File: src/rtl/timer_flow_status.sv
// Overflow/underflow detection, sticky status (TSR), interrupt enables (TIER) and interrupt lines for the timer.
// Optional flow-event history register is enabled with `define TIMER_FLOW_HIST_EN.
module timer_flow_status #(
  parameter logic [7:0] TSR_ADDR  = 8'h02,
  parameter logic [7:0] TIER_ADDR = 8'h03,
  parameter logic [7:0] HIST_ADDR = 8'h04
) (
  input  logic       clk,
  input  logic       rst_n,
  input  logic [7:0] cnt,
  input  logic       cnt_loaded,
  input  logic       cnt_dir,
  input  logic       cnt_en,
  input  logic       sel,
  input  logic       wr_en,
  input  logic [7:0] addr,
  input  logic [7:0] wdata,
  output logic [7:0] rdata,
  output logic       tmr_ovf,
  output logic       tmr_udf
);

  localparam int unsigned DW = 8;
  localparam int unsigned FW = 2;

  logic [DW-1:0] last_cnt;
  logic [FW-1:0] tsr;
  logic [FW-1:0] tier;
  logic [FW-1:0] tsr_nxt;
  logic          ovf_det;
  logic          udf_det;
  logic          tsr_wr;
  logic          tier_wr;
  logic          unused_wdata;

  assign unused_wdata = ^wdata[DW-1:FW];

  // Wrap detection; loaded values and a stopped counter never count as a step.
  assign ovf_det = cnt_en & ~cnt_dir & ~cnt_loaded & (last_cnt == 8'hFF) & (cnt == 8'h00);
  assign udf_det = cnt_en &  cnt_dir & ~cnt_loaded & (last_cnt == 8'h00) & (cnt == 8'hFF);

  assign tsr_wr  = sel & wr_en & (addr == TSR_ADDR);
  assign tier_wr = sel & wr_en & (addr == TIER_ADDR);

  // Write-0-to-clear, with a same-cycle detection taking priority.
  always_comb begin
    tsr_nxt = tsr;
    if (tsr_wr) tsr_nxt = tsr & wdata[FW-1:0];
    tsr_nxt = tsr_nxt | {udf_det, ovf_det};
  end

  always_ff @(posedge clk or negedge rst_n) begin
    if (!rst_n) begin
      last_cnt <= '0;
      tsr      <= '0;
      tier     <= '0;
      tmr_ovf  <= 1'b0;
      tmr_udf  <= 1'b0;
    end else begin
      last_cnt <= cnt;
      tsr      <= tsr_nxt;
      if (tier_wr) tier <= wdata[FW-1:0];
      tmr_ovf  <= tsr[0] & tier[0];
      tmr_udf  <= tsr[1] & tier[1];
    end
  end

`ifdef TIMER_FLOW_HIST_EN
  localparam int unsigned HW = 4;

  logic [HW-1:0] hist_ovf;
  logic [HW-1:0] hist_udf;
  logic          hist_clr;

  assign hist_clr = sel & wr_en & (addr == HIST_ADDR);

  // Saturating event count; a detection coinciding with a clear restarts at 1.
  function automatic logic [HW-1:0] hist_step(input logic [HW-1:0] c, input logic clr,
                                              input logic det);
    logic [HW-1:0] r;
    r = c;
    if (clr)                  r = det ? HW'(1) : '0;
    else if (det && c != '1)  r = c + HW'(1);
    return r;
  endfunction

  always_ff @(posedge clk or negedge rst_n) begin
    if (!rst_n) begin
      hist_ovf <= '0;
      hist_udf <= '0;
    end else begin
      hist_ovf <= hist_step(hist_ovf, hist_clr, ovf_det);
      hist_udf <= hist_step(hist_udf, hist_clr, udf_det);
    end
  end
`endif

  // Zero-wait-state read mux.
  always_comb begin
    rdata = '0;
    if (sel && !wr_en) begin
      case (addr)
        TSR_ADDR:  rdata = {(DW-FW)'(0), tsr};
        TIER_ADDR: rdata = {(DW-FW)'(0), tier};
`ifdef TIMER_FLOW_HIST_EN
        HIST_ADDR: rdata = {hist_udf, hist_ovf};
`else
        HIST_ADDR: rdata = '0;
`endif
        default:   rdata = '0;
      endcase
    end
  end

endmodule

File: config.mk
export PLATFORM = sky130hd
export DESIGN_NAME = timer_flow_status
export DESIGN_NICKNAME = d
export VERILOG_FILES = /design/src/rtl/timer_flow_status.sv
export SDC_FILE = /design/constraint.sdc
export NUM_CORES = 1
export LEC_CHECK = 0
export ABC_CLOCK_PERIOD_IN_PS = 2600
export CAP_MARGIN = 20
export CORE_MARGIN = 1
export CORE_UTILIZATION = 36
export CTS_BUF_LIST = sky130_fd_sc_hd__clkbuf_4
export DETAILED_ROUTE_END_ITERATION = 16
export PLACE_DENSITY = 0.8
export SYNTH_ARGS = -nofsm -noshare
export SYNTH_HDL_FRONTEND = slang
export SYNTH_SLANG_ARGS = --single-unit
File: constraint.sdc
create_clock -name clk -period 2.6 [get_ports clk]
set_input_delay 0.65 -clock clk [delete_from_list [all_inputs] [get_ports clk]]
set_output_delay 0.65 -clock clk [all_outputs]
set_load 0.005 [all_outputs]
# Yosys cells after proc, flatten, opt, wreduce, memory -nomap -nowiden
# Cells that the tools add are included.
dict set report word_totals {
  register_bits 14
  input_bits 31
  elab_cells 33
}
dict set report classes {
  eq_ne 4
  muxes 3
  n_bitwise 17
  n_reduce_logical 4
}
# cell count
set ops {}
lappend ops {{$eq 8x2->1 const B} 2}
lappend ops {{$eq 8x8->1 const B} 2}
lappend ops {{$logic_not 8->1} 2}
lappend ops {{$and 1x1->1} 13}
lappend ops {{$mux 2} 2}
lappend ops {{$pmux 2 s2} 1}
lappend ops {{$and 2x2->2} 1}
lappend ops {{$not 1->1} 2}
lappend ops {{$or 2x2->2} 1}
lappend ops {{$logic_and 1x1->1} 1}
lappend ops {{$logic_not 1->1} 1}

# Longest topological paths before layout
dict set report depth {
  ltp_word 6
  depth_mapped 3
  depth_no_buf 3
}

# Worst setup path after synthesis
# Ideal clock, no wire load.
dict set report synth_path {
  path_type {input to output}
  start {in addr[5]}
  end {out rdata[0]}
  arrival_time_ns 1.659
  t_required_ns 1.950
  setup_slack_ns 0.291
  path_stages 3
  n_path_buf 0
  cell_sequence {or4_4 or2_1 nor3_1}
}
dict set report synth_via {
  elab_chain_len 3
  word_cells_on_any_way 4
  cone_classes {2 x eq/ne; 2 x mux}
}
# item line
set synth_rtl {}
lappend synth_rtl {{start: declaration} 16} ;# input logic [7:0] addr,
lappend synth_rtl {{$eq 8x2->1} 102} ;# case (addr)
lappend synth_rtl {{$pmux 2 s2 *} 102}
lappend synth_rtl {{$mux 2 *} 101} ;# if (sel && !wr_en) begin
lappend synth_rtl {{end: declaration} 18} ;# output logic [7:0] rdata,
# Mark *: on every way between the ends. The rest lies on a longest branch, timed or not.

# Final worst setup path
dict set report layout_path {
  start {in addr[6]}
  end {out rdata[1]}
}
# Same word-level chain as after synthesis.

==> flow_summary.json <==
{
  "status": "finished, violations left",
  "violations": "DRC",
  "die_y_um": 43.9,
  "finish.utilization_pct": 59.5,
  "cp.arrival_ns": 1.91,
  "antenna_found_initial": 0,
  "syn2layout_area_growth_pct": 48.2,
  "overflow": 0,
  "cts_inserted_buffers": 3,
  "cts.htree.levels": 1,
  "fin_skew_ns": 0.00433,
  "die_w_um": 43.9,
  "synth-edff-count": 0,
  "worstSetupPathType": "in2out",
  "first_iter_violations": 3,
  "worst_r2r_path_depth": 2,
  "synth_largest_area_cell": "dfrtp_1",
  "clk_path_buf_depth": 2,
  "setup.worst_path.end": "rdata[1]",
  "yosysTopAreaCellShare_pct": 55.3,
  "rrSetupSlack_ns": 1.38,
  "synth_top_flop_cell": "dfrtp_1",
  "worst_slew_pin_slew_ns": 0.578,
  "p_leak_nw": 0.409,
  "crit_cells": 5,
  "synth_top_family_by_area": "simple AND/OR/NAND/NOR gates",
  "drtAntennaViolNets": 0,
  "max_freq_mhz": 391,
  "crit_start": "addr[6]",
  "first_pass_iters": 10,
  "maxCapViolCount": 0,
  "setup_tns_ns": 0,
  "cp-start-kind": "primary input",
  "rr_endpoint": "tsr[1]",
  "pin_count": 41,
  "drive_above_1_share_pct": 11.6,
  "hold_violations": 0,
  "yosysWarningCount": 0,
  "path_max_fanout": 2,
  "synthAdderAreaFrac_pct": 0,
  "routed_wl_mm": 1.15,
  "drc": 1,
  "syn_avg_cell_area_um2": 11.9,
  "vias": 522,
  "max-vdd-ir-drop_mv": 0.316,
  "synthTopCellsByArea": "dfrtp_1 (55%), buf_4 (7.1%), mux2_1 (3.6%)",
  "rr_startpoint": "last_cnt[4]",
  "cp-end-kind": "primary output",
  "critical_path.top_delay_family": "simple AND/OR/NAND/NOR gates",
  "relSlewSlack_pct": 61.3,
  "grt_start_max_net_pins": 15,
  "postSynthCellCount": 53,
  "place.gp.congestion": 0.770,
  "nNetsFinal": 118,
  "yosysSeqAreaShare_pct": 55.3,
  "yosysMostFrequentCell": "dfrtp_1",
  "rsz0062_at_grt": "no",
  "synth_simple_gate_area_share_pct": 25.1,
  "rows": 14,
  "port_buffers": 28,
  "initial_core_util_pct": 40.2,
  "fin_crit_sh_pct": 98.4,
  "synthTopCellsByCount": "dfrtp_1 (14), buf_4 (6), nand4_1 (3)",
  "critPathRequiredTime_ns": 1.95,
  "drv_slew": 0,
  "crit_slowest_cell": "or4_4",
  "clk_latency_ns": 0.28,
  "syn_area_um2": 633,
  "clockRootBuffer": "clkbuf_4",
  "wl_per_cell_um": 11.3,
  "viasPerCell": 5.12,
  "whs_ns": 0.511,
  "die_area_um2": 1930,
  "hpwlAfterDp_um": 996,
  "grt_pass1_wl_mm": 2.03,
  "powerDensity_nw_per_um2": 429,
  "cts_tree": "yes",
  "setup_viol": 0,
  "path_cells": "dlygate4sd2_1, or4_4, or2_1, nor3_1, buf_2",
  "grt_usage_pct": 15.3,
  "fillCellCount": 146,
  "grt_pass1_vias": 522,
  "coreArea_um2": 1580,
  "synth.distinct_cells": 23,
  "crit_buf_inv": 2,
  "critPathMaxStageDelay_ns": 0.52,
  "num_antenna_cells": 0,
  "min_period_ns": 2.56,
  "hp-class": "reg2reg",
  "synth_compound_area_share_pct": 5.14,
  "post_cts_buffers": 0,
  "muxShareOfSynthArea_pct": 6.72,
  "async_reset_ff_share_pct": 100,
  "post_synth_xor_area_fraction_pct": 0,
  "cts_sinks": 14,
  "cts_hold_buf": 0,
  "ys_ff_latch": 14,
  "clk_pin_slew_ns": 0.07
}
[flip-flops by register name, indices dropped and copies added, names as in the netlist]
name      cells
last_cnt      8
tmr_ovf       1
tsr           2
tier          2
tmr_udf       1
[repair_timing]
item                                   CTS  global route
endpoints found under the hold margin    0             0
pin swaps                                4             0
gates resized for setup                 10             1
setup endpoints to repair                2             1
[kinds of logic after synthesis]
kind of cell	Yosys count
muxes	4
DFF	14
other	1
buffers and inverters	6
and+or+nand+nor	24
AOI/OAI and AO/OA	4
[where the power goes]
group	internal, mW	switching (mW)	leakage (nW)	total, mW
clock network	0.0557	0.0636	0.0154	0.119
logic	0.0356	0.0200	0.216	0.0556
registers	0.225	0.00343	0.177	0.228
total	0.316	0.0870	0.409	0.403
[layout make-up]
type	count	area, µm²	area share (%)
clock inverter	1	3.75	0.400
sequential	14	350	37.3
tap	16	20.0	2.13
multi-input combinational	38	262	27.9
timing repair buffer	30	280	29.9
clock buffer	3	22.5	2.40
[metal layers]
layer	vias up	track usage, %	wire (µm)
met3	4	6.25	93
met5	-	0	0
li1	256	-	-
met2	28	26.9	619
met1	234	15.0	421
met4	0	9.09	18
[stage by stage]
stage	instance area (µm²)	worst slack, ns	total power [mW]	cells
3_5_place_dp	922	-0.606	0.291	98
3_3_place_gp	922	-0.564	0.289	98
6_report	938	0.0421	0.403	102
4_1_cts	933	0.0552	0.411	102
2_1_floorplan	652	0.291	0.249	58
5_1_grt	938	0.0107	0.430	102
[cell usage in the layout (no fill, tap or decap), drive strengths merged, types with 3 or more instances in the layout]
| cell type | n |
|---|---|
| clkdlybuf4s50 | 22 |
| dfrtp | 14 |
| conb | 6 |
| dlygate4sd2 | 4 |
| buf | 4 |
| nand4 | 3 |
| clkbuf | 3 |
| nor3 | 3 |
[worst reg2reg max path, stage by stage (launching register included)]
cell and delay (ns):
dfrtp_1 0.38, or4_1 0.53, o31ai_1 0.23
[worst min-delay path by stage]
stage	start	slack (ns)	cells past startpoint	end
3_5_place_dp	tier[0]	0.50	1	tmr_ovf
4_1_cts	tier[0]	0.52	1	tmr_ovf
6_report	tier[0]	0.51	1	tmr_ovf
2_1_floorplan	rst_n	0.35	0	last_cnt[0]
5_1_grt	tier[0]	0.54	1	tmr_ovf
3_3_place_gp	tier[0]	0.49	1	tmr_ovf
No activity file was read; power rests on OpenSTA's default activity.
==> RTL edit: new RTL, same flow settings <==
The localparam `FW` goes from 2 to 4.
--- a/src/rtl/timer_flow_status.sv
+++ b/src/rtl/timer_flow_status.sv
@@ -22,5 +22,5 @@
 
   localparam int unsigned DW = 8;
-  localparam int unsigned FW = 2;
+  localparam int unsigned FW = 4;
 
   logic [DW-1:0] last_cnt;
Check against the original RTL: not equivalent (Yosys sat finds a counterexample within 4 cycles, from zero or initial values and one cycle with rst_n low).
==> RTL edit against the unedited design <==
  * Sequential cell count up 4
  * Design area up 42%
  * Final cell count up 50%
  * Core utilization up 0.88 points
  * Wire length up 84%
  * Non-clock buffer count up 21
  * Power up 24%
  * Combinational power up 50%
  * Area after synthesis up 34%
  * Worst setup slack worse by 0.0022 ns
  * Largest power group unchanged
==> RTL edit: results <==
group,metric,value,unit
status,outcome,"finished, final reports clean",
global_route,grt_first_pass_wirelength,3.44,mm
place,hpwlAfterDp,1.59,mm
global_route,grtUsageTotal,18.3,%
clock_tree,post_cts_buffers,10,
worst_setup_path,cp_slowest_cell,"dlygate4sd2_1",
final_layout,n_fill_cell,197,
power_and_ir_drop,leakage,0.602,nW
yosys,synthMuxAreaShare,7.07,%
sta,worst_slack,0.0399,ns
worst_setup_path,max_stage_delay,0.26,ns
global_route,grt_max_degree,19,
yosys,ys_seq_area_share,53.0,%
power_and_ir_drop,intPower,0.392,mW
drt,wl_per_cell,13.9,um
worst_setup_path,path_delay_family,"buffers and inverters",
drt,dr.pass1.iters,4,
power_and_ir_drop,vdd.ir_drop.worst,0.000266,V
sta,tightest_slew,0.763,ns
yosys,ys_top_cells_by_count,"18 x dfrtp_1, 10 x nand3_1, 4 x a21oi_1, 4 x buf_4, 4 x mux2_4",
place,gp_congestion,0.800,
drt,vias,809,
yosys,synth_compound_area_share,8.25,%
hold_path,min_to,"tsr[3]",
drt,drt-total-wl,2.12,mm
drt,wl_met1,802,um
place,dp_cells,139,
worst_setup_path,crit_path_end,"rdata[3]",
drt,wl_met3,129,um
final_layout,finalInstanceArea,1340,um^2
hold_path,min_from,"tsr[3]",
final_layout,final_nets,158,
place,port_buffers,32,
place,placed_area,1230,um^2
-- RTL edit: worst register-to-register path: cells and delay by family (launching register included) --
kind,cells,cell delay (ns)
AOI/OAI and AO/OA,1,0.24
DFF,1,0.38
and+or+nand+nor,1,0.52
-- RTL edit: power groups by stage --
stage,combinational [mW],clock [mW],sequential (mW)
5_1_grt,0.0902,0.140,0.294
3_5_place_dp,0.0766,0,0.298
6_report,0.0836,0.123,0.292
2_1_floorplan,0.0193,0,0.296
3_3_place_gp,0.0742,0,0.297
4_1_cts,0.0812,0.129,0.292
-- RTL edit: routing by layer --
metal | up-vias | global-route usage [%]
met2 | 36 | 34.7
met3 | 4 | 3.94
li1 | 377 | -
met1 | 392 | 19.9
met4 | 0 | 6.02
met5 | - | 0
-- RTL edit: cell type report --
cell class / count / share of cell area (%)
inverter: 1 / 0.281
clock buffer: 3 / 1.69
multi-input combinational: 52 / 30.1
sequential: 18 / 33.7
tap: 28 / 2.62
timing repair buffer: 51 / 31.6
